## src/rtl/if_fetch_stage.sv

```systemverilog
// Instruction-fetch stage: owns the PC, picks the next fetch address from the
// sequential/branch/jump/jr/vector sources, runs the variable-latency imem
// handshake and presents {instruction, PC+4} to the IF/ID register.
module if_fetch_stage #(
    parameter logic [31:0] RESET_PC = 32'h8000_0000,
    parameter logic [31:0] ILLOP_PC = 32'h8000_0004,
    parameter logic [31:0] XADR_PC  = 32'h8000_0008
) (
    input  logic        clk,
    input  logic        reset,
    input  logic        pc_write,
    input  logic [2:0]  pc_src,
    input  logic [31:0] branch_target,
    input  logic [25:0] jump_addr,
    input  logic [31:0] jump_pc_plus_4,
    input  logic [31:0] jr_target,
    output logic        imem_req,
    output logic [31:0] imem_addr,
    input  logic        imem_ready,
    input  logic [31:0] imem_rdata,
    output logic [31:0] o_instruction,
    output logic [31:0] o_pc_plus_4,
    output logic        o_fetch_stall
);

    typedef enum logic [1:0] {
        ST_IDLE = 2'd0,
        ST_REQ  = 2'd1,
        ST_DROP = 2'd2,
        ST_HAVE = 2'd3
    } state_t;

    state_t      state_r;
    logic [31:0] pc_r;
    logic [31:0] req_addr_r;
    logic [31:0] inst_buf_r;

    logic        redirect_s;
    logic [31:0] target_s;
    logic [31:0] seq_next_s;
    logic        deliver_s;
    logic        have_s;

    // Supervisor bit 31 is kept; only the low 31 bits advance and wrap.
    function automatic logic [31:0] seq_next(input logic [31:0] addr);
        return {addr[31], addr[30:0] + 31'd4};
    endfunction

    // Decode the redirect request and its target address.
    always_comb begin
        redirect_s = 1'b0;
        target_s   = seq_next_s;
        case (pc_src)
            3'd1: begin
                redirect_s = pc_write;
                target_s   = branch_target;
            end
            3'd2: begin
                redirect_s = pc_write;
                target_s   = {jump_pc_plus_4[31:28], jump_addr, 2'b00};
            end
            3'd3: begin
                redirect_s = pc_write;
                target_s   = jr_target;
            end
            3'd4: begin
                redirect_s = pc_write;
                target_s   = ILLOP_PC;
            end
            3'd5: begin
                redirect_s = pc_write;
                target_s   = XADR_PC;
            end
            default: begin
                redirect_s = 1'b0;
                target_s   = seq_next_s;
            end
        endcase
    end

    // Output view of the fetch: request handshake and the presented instruction.
    always_comb begin
        seq_next_s  = seq_next(req_addr_r);
        deliver_s   = (state_r == ST_REQ) && imem_ready;
        have_s      = (state_r == ST_HAVE);
        imem_req    = (state_r == ST_REQ) || (state_r == ST_DROP);
        imem_addr   = req_addr_r;
        o_pc_plus_4 = seq_next_s;
        if (deliver_s) begin
            o_instruction = imem_rdata;
        end else if (have_s) begin
            o_instruction = inst_buf_r;
        end else begin
            o_instruction = 32'd0;
        end
        o_fetch_stall = ~(deliver_s | have_s);
    end

    // Fetch FSM with PC, request address and instruction buffer.
    always_ff @(posedge clk or negedge reset) begin
        if (!reset) begin
            state_r    <= ST_IDLE;
            pc_r       <= RESET_PC;
            req_addr_r <= RESET_PC;
            inst_buf_r <= 32'd0;
        end else begin
            case (state_r)
                ST_IDLE: begin
                    state_r <= ST_REQ;
                end
                ST_REQ: begin
                    if (imem_ready) begin
                        if (redirect_s) begin
                            pc_r       <= target_s;
                            req_addr_r <= target_s;
                        end else if (pc_write) begin
                            pc_r       <= seq_next_s;
                            req_addr_r <= seq_next_s;
                        end else begin
                            inst_buf_r <= imem_rdata;
                            state_r    <= ST_HAVE;
                        end
                    end else if (redirect_s) begin
                        // The in-flight read cannot be cancelled; discard it later.
                        pc_r    <= target_s;
                        state_r <= ST_DROP;
                    end
                end
                ST_DROP: begin
                    if (imem_ready) begin
                        if (redirect_s) begin
                            pc_r       <= target_s;
                            req_addr_r <= target_s;
                        end else begin
                            req_addr_r <= pc_r;
                        end
                        state_r <= ST_REQ;
                    end else if (redirect_s) begin
                        pc_r <= target_s;
                    end
                end
                ST_HAVE: begin
                    if (redirect_s) begin
                        pc_r       <= target_s;
                        req_addr_r <= target_s;
                        state_r    <= ST_REQ;
                    end else if (pc_write) begin
                        pc_r       <= seq_next_s;
                        req_addr_r <= seq_next_s;
                        state_r    <= ST_REQ;
                    end
                end
                default: begin
                    state_r <= ST_IDLE;
                end
            endcase
        end
    end

endmodule

```

## config.mk

```make
export PLATFORM = sky130hd
export DESIGN_NAME = if_fetch_stage
export DESIGN_NICKNAME = d
export VERILOG_FILES = /design/src/rtl/if_fetch_stage.sv
export SDC_FILE = /design/constraint.sdc
export NUM_CORES = 1
export LEC_CHECK = 0
export ABC_CLOCK_PERIOD_IN_PS = 2770
export BUFFER_PORTS_ARGS = -buffer_cell sky130_fd_sc_hd__buf_2
export CORE_ASPECT_RATIO = 1.1
export CORE_MARGIN = 10
export CORE_UTILIZATION = 40
export CTS_CLUSTER_SIZE = 14
export DETAILED_ROUTE_END_ITERATION = 6
export HOLD_SLACK_MARGIN = 0.03
export PLACE_DENSITY = 0.63
export SKIP_CTS_REPAIR_TIMING = 1
export SYNTH_ARGS = -nofsm -noshare
export SYNTH_HDL_FRONTEND = slang
export SYNTH_SLANG_ARGS = --single-unit
export TNS_END_PERCENT = 30
```

## constraint.sdc

```tcl
create_clock -name clk -period 2.77 [get_ports clk]
set_input_delay 0.1385 -clock clk [delete_from_list [all_inputs] [get_ports clk]]
set_output_delay 0.1385 -clock clk [all_outputs]
set_load 0.005 [all_outputs]
```

Word level (Yosys, flattened, before mapping)
Index checks and enable logic that the tools add are counted.
{"block": "totals", "register_bits": 98, "input_bits": 161, "wordCells": 53}
{"block": "op_classes", "n_addsub": 1, "n_eq_ne": 14, "muxes": 22, "n_bitwise": 4, "reduce_logical": 8}
{"cell": "$mux W32", "n": 9}
{"cell": "$pmux W32 S3", "n": 2}
{"cell": "$pmux W32 S5", "n": 1}
{"cell": "$add A31 B3 Y31 const B", "n": 1}
{"cell": "$mux W31", "n": 1}
{"cell": "$mux W2", "n": 7}
{"cell": "$ne A3 B3 Y1 const B", "n": 4}
{"cell": "$pmux W2 S4", "n": 1}
{"cell": "$eq A3 B2 Y1 const B", "n": 2}
{"cell": "$eq A3 B3 Y1 const B", "n": 2}
{"cell": "$reduce_and A5 Y1", "n": 1}
{"cell": "$reduce_or A5 Y1", "n": 1}
{"cell": "$eq A2 B2 Y1 const B", "n": 2}
{"cell": "$ne A2 B2 Y1 const B", "n": 2}
{"cell": "$reduce_and A4 Y1", "n": 1}
{"cell": "$eq A3 B1 Y1 const B", "n": 1}
{"cell": "$not A1 Y1", "n": 3}
{"cell": "$reduce_and A3 Y1", "n": 1}
{"cell": "$reduce_bool A3 Y1", "n": 1}
{"cell": "$eq A2 B1 Y1 const B", "n": 1}
{"cell": "$logic_not A2 Y1", "n": 1}
{"cell": "$logic_and A1 B1 Y1", "n": 1}
{"cell": "$logic_or A1 B1 Y1", "n": 1}
{"cell": "$mux W1", "n": 1}
{"cell": "$or A1 B1 Y1", "n": 1}

Depth between registers and ports, before layout
Gate-level depths: netlist of run 1.
{"block": "logic_depth", "depth_word": 6, "ltp_mapped": 12, "depth_no_buf": 8}

Least setup slack after synthesis of run 1
No wires, ideal clock.
{"block": "synth_path", "path_kind": "register to register", "startpoint": "register req_addr_r[2] (netlist: imem_addr[2])", "endpoint": "register pc_r[20]", "setup_time_ps": 133, "arrival_time_ps": 2115, "path_slack_ps": 522, "path_stages_with_launch": 8, "period_less_slack_ps": 2248, "cell_sequence": "dfrtp_1 ha_1 nand2_1 or4_1 o31ai_1 nand2_1 a211oi_1 o211ai_1"}
{"block": "synth_via", "elab_chain_len": 5, "word_cells_on_any_way": 7, "cone_classes": "1 x add/sub; 6 x mux"}
{"item": "start: declaration", "line": "35", "source": "logic [31:0] req_addr_r;"}
{"item": "start signal: assignment", "line": "115", "source": "req_addr_r <= target_s;"}
{"item": "start signal: assignment", "line": "118", "source": "req_addr_r <= seq_next_s;"}
{"item": "start signal: assignment", "line": "133", "source": "req_addr_r <= target_s;"}
{"item": "$add A31 B3 Y31 (*)", "line": "46", "source": "return {addr[31], addr[30:0] + 31'd4};"}
{"item": "via o_pc_plus_4[20]", "line": "22", "source": "output logic [31:0] o_pc_plus_4,"}
{"item": "$pmux W32 S5 / $mux W32 (equally long branches)", "line": "53, 116, 147"}
{"item": "$mux W32, on equally long branches"}
{"item": "$mux W32", "line": "112", "source": "if (imem_ready) begin"}
{"item": "$pmux W32 S3 (*)", "line": "107", "source": "case (state_r)"}
{"item": "end signal: assignment", "line": "114", "source": "pc_r <= target_s;"}
{"item": "end signal: assignment", "line": "132", "source": "pc_r <= target_s;"}
{"item": "end signal: assignment", "line": "139", "source": "pc_r <= target_s;"}
{"item": "end: declaration", "line": "34", "source": "logic [31:0] pc_r;"}
Mark *: on every way through the listed nets, which the timed path passes. The rest lies on a longest branch.
A chain may end at the register's enable or synchronous reset.

Worst setup path in the final report of run 1
{"block": "layout_path", "startpoint": "register req_addr_r[5] (netlist: imem_addr[5])", "endpoint": "output port o_pc_plus_4[25]"}
{"block": "layout_via", "elab_chain_len": 1}
{"item": "$add A31 B3 Y31", "line": "46"}
{"item": "end: declaration", "line": "22"}
No other way between the ends.

==> results of run 1 <==
[logic make-up (layout without fill, tap and decap cells)]
logic type	count (synthesis)	after routing	share of synthesized area, %
fa+ha+maj	6	6	1.00
mux	62	62	9.02
buf+inv	104	345	5.64
simple gates	325	325	20.1
xor+xnor	25	25	3.12
flops	98	98	32.7
compound gates	326	326	28.4
[stage by stage]
step	hold WS (ns)	util, %
floorplan	-0.157	-
global placement	0.179	49.5
detailed placement	0.177	49.5
CTS	-0.205	51.1
global route	0.0303	51.6
finish	0.0260	51.6
[worst register-to-register path: cells and delay by family (launching register included)]
family,cells,cell delay (ns)
and+or+nand+nor,2,0.55
buffers and inverters,3,0.63
DFF,1,0.40
AOI/OAI and AO/OA,2,0.41
adders and majority gates,1,0.41
[layout by cell type (no fill, tap or decap), types with 6 or more instances in the layout]
| cell | n |
|---|---|
| clkbuf_16 | 9 |
| a22o_1 | 10 |
| nand3_1 | 19 |
| a211oi_1 | 7 |
| dlygate4sd3_1 | 10 |
| o2bb2ai_1 | 7 |
| o22a_1 | 10 |
| o22ai_1 | 17 |
| buf_2 | 229 |
| xor2_1 | 11 |
| nand4_1 | 7 |
| mux2_2 | 45 |
| o21ai_0 | 101 |
| nor4_1 | 7 |
| ha_1 | 6 |
| a221oi_1 | 6 |
| a22oi_1 | 18 |
| nor2_1 | 83 |
| buf_4 | 57 |
| a21oi_1 | 56 |
| a21o_1 | 8 |
| dfrtp_1 | 96 |
| nand2_1 | 143 |
| inv_1 | 31 |
| a2bb2oi_1 | 7 |
| a31oi_1 | 9 |
| nand2b_1 | 10 |
| o211ai_1 | 15 |
| o221ai_1 | 6 |
| and3_1 | 8 |
| nor3_1 | 12 |
| mux2i_1 | 17 |
| xnor2_1 | 12 |
[power by group]
group	internal, uW	switching (uW)
Sequential	2140	680
Combinational	2120	2720
Clock	641	608
Total	4890	4010
[cell type report]
| class | instances | area [um2] |
|---|---|---|
| clock inverter | 5 | 38.8 |
| clock buffer | 11 | 243 |
| timing repair buffer | 297 | 1690 |
| inverter | 32 | 120 |
| multi-input combinational | 744 | 4650 |
| tap | 243 | 304 |
| sequential | 98 | 2450 |
| fill | 1870 | 8910 |
[worst paths after layout]
| kind | from | end | slack, ns |
|---|---|---|---|
| max in group asynchronous | reset | pc_r[31] | 1.66 |
| min in group asynchronous | reset | imem_addr[5] | 0.33 |
| worst max register to register | state_r[0] | imem_addr[29] | 0.26 |
| worst min-delay path | imem_rdata[10] | inst_buf_r[10] | 0.03 |
| worst max-delay path | imem_addr[5] | o_pc_plus_4[25] | 0.18 |
| worst min register to register | pc_r[10] | pc_r[10] | 0.49 |
[flip-flops by register name, indices dropped and copies added (netlist names)]
signal and count:
imem_addr 32, inst_buf_r 32, pc_r 32, state_r 2
[metal layers]
layer  GRT usage (%)  up-vias
li1                -     3930
met3            6.01       77
met1            27.6     3960
met2            41.0      365
met4            11.3        0
met5               0        -
==> metrics.cfg, run 1 <==
[run_status]
outcome=finished, final reports clean

[clock_tree]
cts_tree=yes
clk_pin_slew_ns=0.08
cts_root_buf=clkbuf_16
h-tree-depth=3
clock_latency_ns=0.36
numCtsBuffers=9
cts.sinks=98
clk_path_buf_depth=2

[yosys]
synth_seq_cells=98
synth-edff-count=0
synth_top_flop_cell=dfrtp_1
synth_area_um2=7500
yosys-top-cells-area=dfrtp_1 (32%), nand2_1 (7.2%), mux2_2 (6.8%)
syn_inst=946
avgSynthCellArea_um2=7.93
synth.distinct_cells=74
synth_common_cells=nand2_1 (143), o21ai_0 (101), dfrtp_1 (96), nor2_1 (84), a21oi_1 (56)
syn_nets=1113
ys_warn_count=0
synth_top_area_share_pct=32.0
yosysMostFrequentCell=nand2_1
yosysSeqAreaShare_pct=32.7
yosysTopAreaCell=dfrtp_1
async_flop_share_pct=100

[place]
place_area_um2=9120
hpwl_um=22800
pre_cts_slack_ns=0.342
io_buffers=230
dp.cells=1404
gp_congestion=0.934

[global_routing]
antenna_found_initial=0
grt_pass1_wl_um=47000
gr-total-overflow=0
track_usage_pct=24.0
grt_pass1_vias=8635
grt_max_degree=66

[critical_path]
crit_path_end_kind=output port
critPathLaunchType=flop
cpLargestDelayFamily=simple AND/OR/NAND/NOR gates
ff2ff_path_depth=8
slowest_stage=dfrtp_1
required_ns=2.63
cpPeakStageDelay_ns=0.52
path_max_fanout=9
critPathArrivalTime_ns=2.45
critPathKind=flop to output port
cp.depth=7
path_cells=nand4_4 > nor4_4 > buf_4 > nand3_1 > xor2_1 > inv_1 > buf_2
worst-path-buf-inv=3

[drt]
route.vias.total=8332
wl_per_cell_um=21.1
avgViaCountPerCell=5.83
drt_first_pass_iters=5
wl_met1_um=11400
wl_met3_um=2410
postRouteAntennaNets=0
wirelength_um=30100
met2_length_um=14900
drc_errors=0
top_layer_used=met4
drt-initial-drc-count=622

[hold_path]
whs_path_depth=2
holdCritPathClass=primary input to flop

[sta]
max_slew_margin_pct=47.8
maxSlewViolCount=0
timing.final.ws_setup_ns=0.180
rsz0062_at_grt=no
fmax_mhz=386
fin_setup_tns_ns=0
fin_crit_ns=2.59
tightest_slew_ns=0.775
hold_viol=0
finalSetupViolCount=0
fin_skew_ns=0.00734
period_share_pct=93.5

[power]
powerDensity_nw_per_um2=937
power_uw=8910
leakage_uw=0.00437
peakVddDrop_uv=718

[finish]
drive_gt1_share_pct=31.2
areaGrowthSynthToFinish_pct=26.7
fin_nets=1349
diodes=0
fin_cells=1430
final_cell_area_um2=9510

[flow_run]
max_cap_viol_count=0

[floorplan]
start_util_pct=40.8
die_x_um=151
die-area_um2=24600
io-pin-count=259
num_rows=52
fp.dieH_um=164
core_area_um2=18400

No activity file was read; power rests on OpenSTA's default activity.
==> inputs of run 2 (changes only) <==
--- a/config.mk
+++ b/config.mk
@@ -8,7 +8,7 @@
 export ABC_CLOCK_PERIOD_IN_PS = 2770
 export BUFFER_PORTS_ARGS = -buffer_cell sky130_fd_sc_hd__buf_2
 export CORE_ASPECT_RATIO = 1.1
-export CORE_MARGIN = 10
+export CORE_MARGIN = 2
 export CORE_UTILIZATION = 40
 export CTS_CLUSTER_SIZE = 14
 export DETAILED_ROUTE_END_ITERATION = 6
==> metrics.cfg, run 2 (synthesis gave the netlist of run 1 again) <==
[finish]
final_core_util_pct=52.2  ; +0.53 points
final_common_cell=buf_2
register_area_um2=2450  ; unchanged
layout_common_cells=buf_2 (229), nand2_1 (143), o21ai_0 (101)
drive_gt1_share_pct=30.7  ; -0.49 points
fin_nets=1356  ; +0.52%
fin_cells=1436  ; +0.42%
areaGrowthSynthToFinish_pct=28.0
multiInputGateArea_um2=4650  ; -0.11%
diodes=0  ; unchanged
fillers=1774  ; -5.1%

[clock_tree]
cts_tree=yes
numCtsBuffers=9  ; unchanged
h-tree-depth=3  ; unchanged
clk_path_buf_depth=2  ; unchanged
cts.sinks=98  ; unchanged
cts_root_buf=clkbuf_16
clock_latency_ns=0.36  ; about the same
clk_pin_slew_ns=0.07  ; about the same

[power]
power_frac_seq_pct=31.8  ; +0.2 points
switching_share_pct=43.8  ; -1.2 points
peakVddDrop_uv=537  ; -25%
leakage_uw=0.00440  ; +0.79%
power_frac_comb_pct=52.9  ; -1.4 points
clockPowerShare_pct=15.3  ; +1.3 points
powerDensity_nw_per_um2=929  ; -0.82%
power_uw=8920  ; +0.19%
p_int_uw=5010  ; +2.4%
switchingPower_uw=3910  ; -2.5%

[drt]
route.vias.total=8376  ; +0.53%
drt-initial-drc-count=675  ; +8.5%
wl_per_cell_um=19.4  ; -8.0%
drc_errors=0  ; unchanged
postRouteAntennaNets=0  ; unchanged
drt_first_pass_iters=6  ; +1
avgViaCountPerCell=5.83  ; +0.11%
wirelength_um=27800  ; -7.6%

[floorplan]
start_util_pct=40.8  ; unchanged
core_area_um2=18400  ; unchanged
fp.dieH_um=148  ; -9.8%
die-area_um2=19900  ; -19%
die_x_um=135  ; -11%
io-pin-count=259  ; unchanged
num_rows=52  ; unchanged

[sta]
fmax_mhz=374  ; -3.2%
fin_skew_ns=0.00936  ; +0.00202 ns
fin_crit_ns=2.68  ; +0.0869 ns
max_slew_margin_pct=33.1  ; -15 points
maxSlewViolCount=0  ; unchanged
hold_viol=0  ; unchanged
period_share_pct=96.6  ; +3.1 points
hold_slack_ns=0.0254  ; -0.000538 ns
tightest_slew_ns=0.996  ; +0.221 ns
rsz0062_at_grt=no
finalSetupViolCount=0  ; unchanged
fin_setup_tns_ns=0  ; unchanged

[run_status]
outcome=finished, final reports clean

[critical_path]
critPathKind=flop to output port
required_ns=2.63  ; about the same
ff2ff_setup_slack_ns=0.27  ; about the same
critPathLaunchType=flop
crit_path_end_kind=output port
critPathArrivalTime_ns=2.54  ; +0.09 ns
path_max_fanout=7  ; -2

[global_routing]
grt_pass1_vias=7896  ; -8.6%
antenna_found_initial=0  ; unchanged
grt_max_degree=66  ; unchanged
gr-total-overflow=0  ; unchanged
track_usage_pct=27.7  ; +3.6 points
grt_pass1_wl_um=43000  ; -8.5%

[place]
dp.cells=1402  ; -0.14%
hpwl_um=20900  ; -8.6%
io_buffers=230  ; unchanged
gp_congestion=0.919  ; -1.6%

[hold_path]
holdCritPathClass=primary input to flop

[flow_run]
max_cap_viol_count=0  ; unchanged

run 2: cell count changes in the layout (fill, tap and decap cells not counted), sizes merged:
cell	before	now
buf	287	285
bufinv	0	2
clkbuf	11	10
clkinv	4	2
clkinvlp	1	2
dlygate4sd3	10	19
inv	32	31
run 2: area by class of cell:
class	count	area share (%)
Tap cell	243	3.17
Inverter	32	1.25
Multi-Input combinational cell	744	48.4
Clock buffer	10	2.38
Timing Repair Buffer	304	18.4
Clock inverter	5	0.834
Sequential cell	98	25.6
run 2: worst paths after layout:
| path | start | endpoint | cells past startpoint |
|---|---|---|---|
| max in group asynchronous | reset | inst_buf_r[29] | 3 |
| hold reg to reg | pc_r[13] | pc_r[13] | 2 |
| min in group asynchronous | reset | pc_r[9] | 2 |
| setup reg to reg | imem_addr[2] | pc_r[20] | 7 |
| setup / recovery | imem_addr[2] | o_pc_plus_4[20] | 6 |
| hold / removal | imem_rdata[3] | inst_buf_r[3] | 2 |
run 2: critical path, cell delays in order (launching register included):
cell	delay [ns]
dfrtp_1	0.53
ha_1	0.23
nand2_1	0.16
or4_1	0.65
o31ai_1	0.29
nand2_1	0.15
buf_2	0.17
run 2: layer usage:
| metal | part of all wire (%) | GRT usage (%) |
|---|---|---|
| met5 | 0 | 0 |
| met2 | 48 | 45.3 |
| met4 | 5.5 | 15.6 |
| met3 | 6.6 | 4.73 |
| met1 | 40 | 34.5 |
run 2: power groups by stage:
stage / Sequential, uW / Clock (uW) / Combinational, uW
floorplan: 2660 / 0 / 2940
finish: 2840 / 1360 / 4720
global route: 2940 / 1450 / 5190
global placement: 2830 / 0 / 4610
detailed placement: 2840 / 0 / 4660
CTS: 2820 / 1400 / 4680
run 2: stage by stage:
stage	worst slack (ns)	cell area, um2
3_5_place_dp	0.329	9100
3_3_place_gp	0.346	9100
5_1_grt	0.0162	9600
2_1_floorplan	0.522	7500
6_report	0.0928	9600
4_1_cts	0.123	9410
==> inputs of run 3 (changes only) <==
--- a/config.mk
+++ b/config.mk
@@ -6,14 +6,14 @@
 export NUM_CORES = 1
 export LEC_CHECK = 0
 export ABC_CLOCK_PERIOD_IN_PS = 2770
-export BUFFER_PORTS_ARGS = -buffer_cell sky130_fd_sc_hd__buf_2
+export BUFFER_PORTS_ARGS = -buffer_cell sky130_fd_sc_hd__clkbuf_2
 export CORE_ASPECT_RATIO = 1.1
 export CORE_MARGIN = 2
-export CORE_UTILIZATION = 40
+export CORE_UTILIZATION = 52
 export CTS_CLUSTER_SIZE = 14
 export DETAILED_ROUTE_END_ITERATION = 6
 export HOLD_SLACK_MARGIN = 0.03
-export PLACE_DENSITY = 0.63
+export PLACE_DENSITY = 0.8
 export SKIP_CTS_REPAIR_TIMING = 1
 export SYNTH_ARGS = -nofsm -noshare
 export SYNTH_HDL_FRONTEND = slang
==> constraint.sdc (replaced) <==
create_clock -name clk -period 2.77 [get_ports clk]
set_input_delay 0 -clock clk [delete_from_list [all_inputs] [get_ports clk]]
set_output_delay 0 -clock clk [all_outputs]
set_load 0.005 [all_outputs]
==> metrics.cfg, run 3 (synthesis gave the netlist of run 1 again) <==
[run_status]
outcome=finished with violations
violations=DRC

[hold_path]
holdCritPathClass=primary input to flop
whs_endpoint=imem_addr[7]
whs_path_depth=5  ; +3
worstHoldStart=branch_target[7]

[sta]
hold_viol=0  ; unchanged
fin_skew_ns=0.00869  ; -0.000671 ns
fmax_mhz=392  ; +5.1%
fin_crit_ns=2.55  ; -0.129 ns
fin_setup_tns_ns=0  ; unchanged
period_share_pct=92.0  ; -4.7 points
tightest_slew_ns=1.03  ; +0.0338 ns
max_slew_margin_pct=30.8  ; -2.3 points
rsz0062_at_grt=no
maxSlewViolCount=0  ; unchanged
finalSetupViolCount=0  ; unchanged

[drt]
wirelength_um=27700  ; -0.29%
wl_per_cell_um=19.9  ; +2.9%
avgViaCountPerCell=6.25  ; +7.1%
drt-initial-drc-count=904  ; +34%
route.vias.total=8696  ; +3.8%
drt_first_pass_iters=7  ; +1
postRouteAntennaNets=0  ; unchanged
drc_errors=1  ; +1

[power]
p_int_uw=4980  ; -0.70%
switchingPower_uw=4000  ; +2.3%
peakVddDrop_uv=569  ; +6.1%
switching_share_pct=44.6  ; +0.74 points
power_frac_seq_pct=31.7  ; about the same
power_frac_comb_pct=53.4  ; +0.5 points
leakage_uw=0.00444  ; +0.92%
powerDensity_nw_per_um2=934  ; +0.49%
clockPowerShare_pct=14.8  ; -0.5 points

[clock_tree]
cts_tree=yes
h-tree-depth=3  ; unchanged
clk_path_buf_depth=2  ; unchanged
clk_pin_slew_ns=0.07  ; about the same
cts_root_buf=clkbuf_16
numCtsBuffers=9  ; unchanged
clock_latency_ns=0.36  ; about the same
cts.sinks=98  ; unchanged

[global_routing]
track_usage_pct=34.2  ; +6.6 points
grt_pass1_vias=8189  ; +3.7%
gr-total-overflow=0  ; unchanged
antenna_found_initial=0  ; unchanged
grt_max_degree=66  ; unchanged
grt_pass1_wl_um=41600  ; -3.1%

[finish]
diodes=0  ; unchanged
layout_common_cells=clkbuf_2 (229), nand2_1 (143), o21ai_0 (101)
multiInputGateArea_um2=4650  ; unchanged
areaGrowthSynthToFinish_pct=28.1
fillers=1257  ; -29%
fin_nets=1362  ; +0.44%
final_core_util_pct=67.4  ; +15 points
drive_gt1_share_pct=29.9  ; -0.76 points
final_common_cell=clkbuf_2
register_area_um2=2450  ; unchanged

[critical_path]
cpLargestDelayFamily=simple AND/OR/NAND/NOR gates
path_max_fanout=7  ; unchanged
critPathLaunchType=flop
required_ns=2.77  ; +0.14 ns
r2r-start=state_r[0]
slowest_stage=or4_1
path_cells=ha_1 > nand2_1 > or4_1 > o31ai_1 > nand2_1 > clkbuf_2
worst-path-buf-inv=1  ; unchanged
critPathArrivalTime_ns=2.55  ; about the same
rr_endpoint=imem_addr[0]
cpPeakStageDelay_ns=0.65  ; about the same
cp_common_cell=nand2_1
critPathKind=flop to output port
crit_path_end_kind=output port
ff2ff_setup_slack_ns=0.24  ; -0.03 ns
ff2ff_path_depth=9  ; +2

[floorplan]
num_rows=46  ; -12%
start_util_pct=52.6  ; +12 points
die-area_um2=15400  ; -22%
io-pin-count=259  ; unchanged
fp.dieH_um=130  ; -12%
core_area_um2=14300  ; -22%
die_x_um=119  ; -12%

[flow_run]
max_cap_viol_count=0  ; unchanged

[place]
io_buffers=230  ; unchanged
gp_congestion=1.01  ; +9.9%
hpwl_um=19700  ; -5.5%

[run 3: cell type report]
type                    instances  area share (%)
well taps                     192            2.50
repair buffers                310            19.2
multi-input cells             744            48.3
flip-flops and latches         98            25.5
clock buffers                  12            2.67
inverters                      32            1.25
clock inverters                 4           0.520
[run 3: through the flow]
stage | hold WS, ns | power (uW) | instance area (um2) | setup slack (ns) | cells
after global routing | 0.119 | 9570 | 9620 | 0.0502 | 1392
after global placement | 0.0101 | 7360 | 8980 | 0.322 | 1343
after CTS | -0.379 | 8810 | 9290 | 0.228 | 1359
final | 0.0680 | 8980 | 9620 | 0.222 | 1392
after detailed placement | 0.00576 | 7470 | 8980 | 0.282 | 1343
after floorplan | -0.296 | 5600 | 7500 | 0.522 | 946
[run 3: worst max path at each step]
stage | from | end | slack [ns] | depth (start not counted)
floorplan | imem_addr[2] | pc_r[20] | 0.52 | 7
global placement | imem_addr[2] | imem_addr[28] | 0.32 | 8
detailed placement | imem_addr[2] | pc_r[20] | 0.28 | 7
CTS | imem_addr[2] | o_pc_plus_4[20] | 0.23 | 6
global route | imem_addr[2] | pc_r[20] | 0.05 | 7
finish | imem_addr[2] | o_pc_plus_4[20] | 0.22 | 6
[run 3: per-layer routing]
layer / vias up / track usage [%] / part of all wire [%]
li1: 3946 / - / -
met1: 4107 / 40.3 / 37
met2: 514 / 55.0 / 47
met3: 129 / 7.30 / 8.9
met4: 0 / 26.8 / 7.1
met5: - / 0 / 0
[run 3: power groups by stage]
stage | Combinational, uW | Clock (uW) | Sequential (uW)
after floorplan | 2940 | 0 | 2660
after global placement | 4540 | 0 | 2820
after detailed placement | 4630 | 0 | 2840
after CTS | 4660 | 1340 | 2820
after global routing | 5240 | 1390 | 2940
final | 4800 | 1330 | 2850
[run 3: worst register-to-register path, delay by kind of cell, from the launching register on]
kind | cells | cell delay (ns)
AOI/OAI and AO/OA | 2 | 0.42
adders and majority gates | 1 | 0.18
buffers and inverters | 3 | 0.77
DFF | 1 | 0.41
and+or+nand+nor | 3 | 0.67
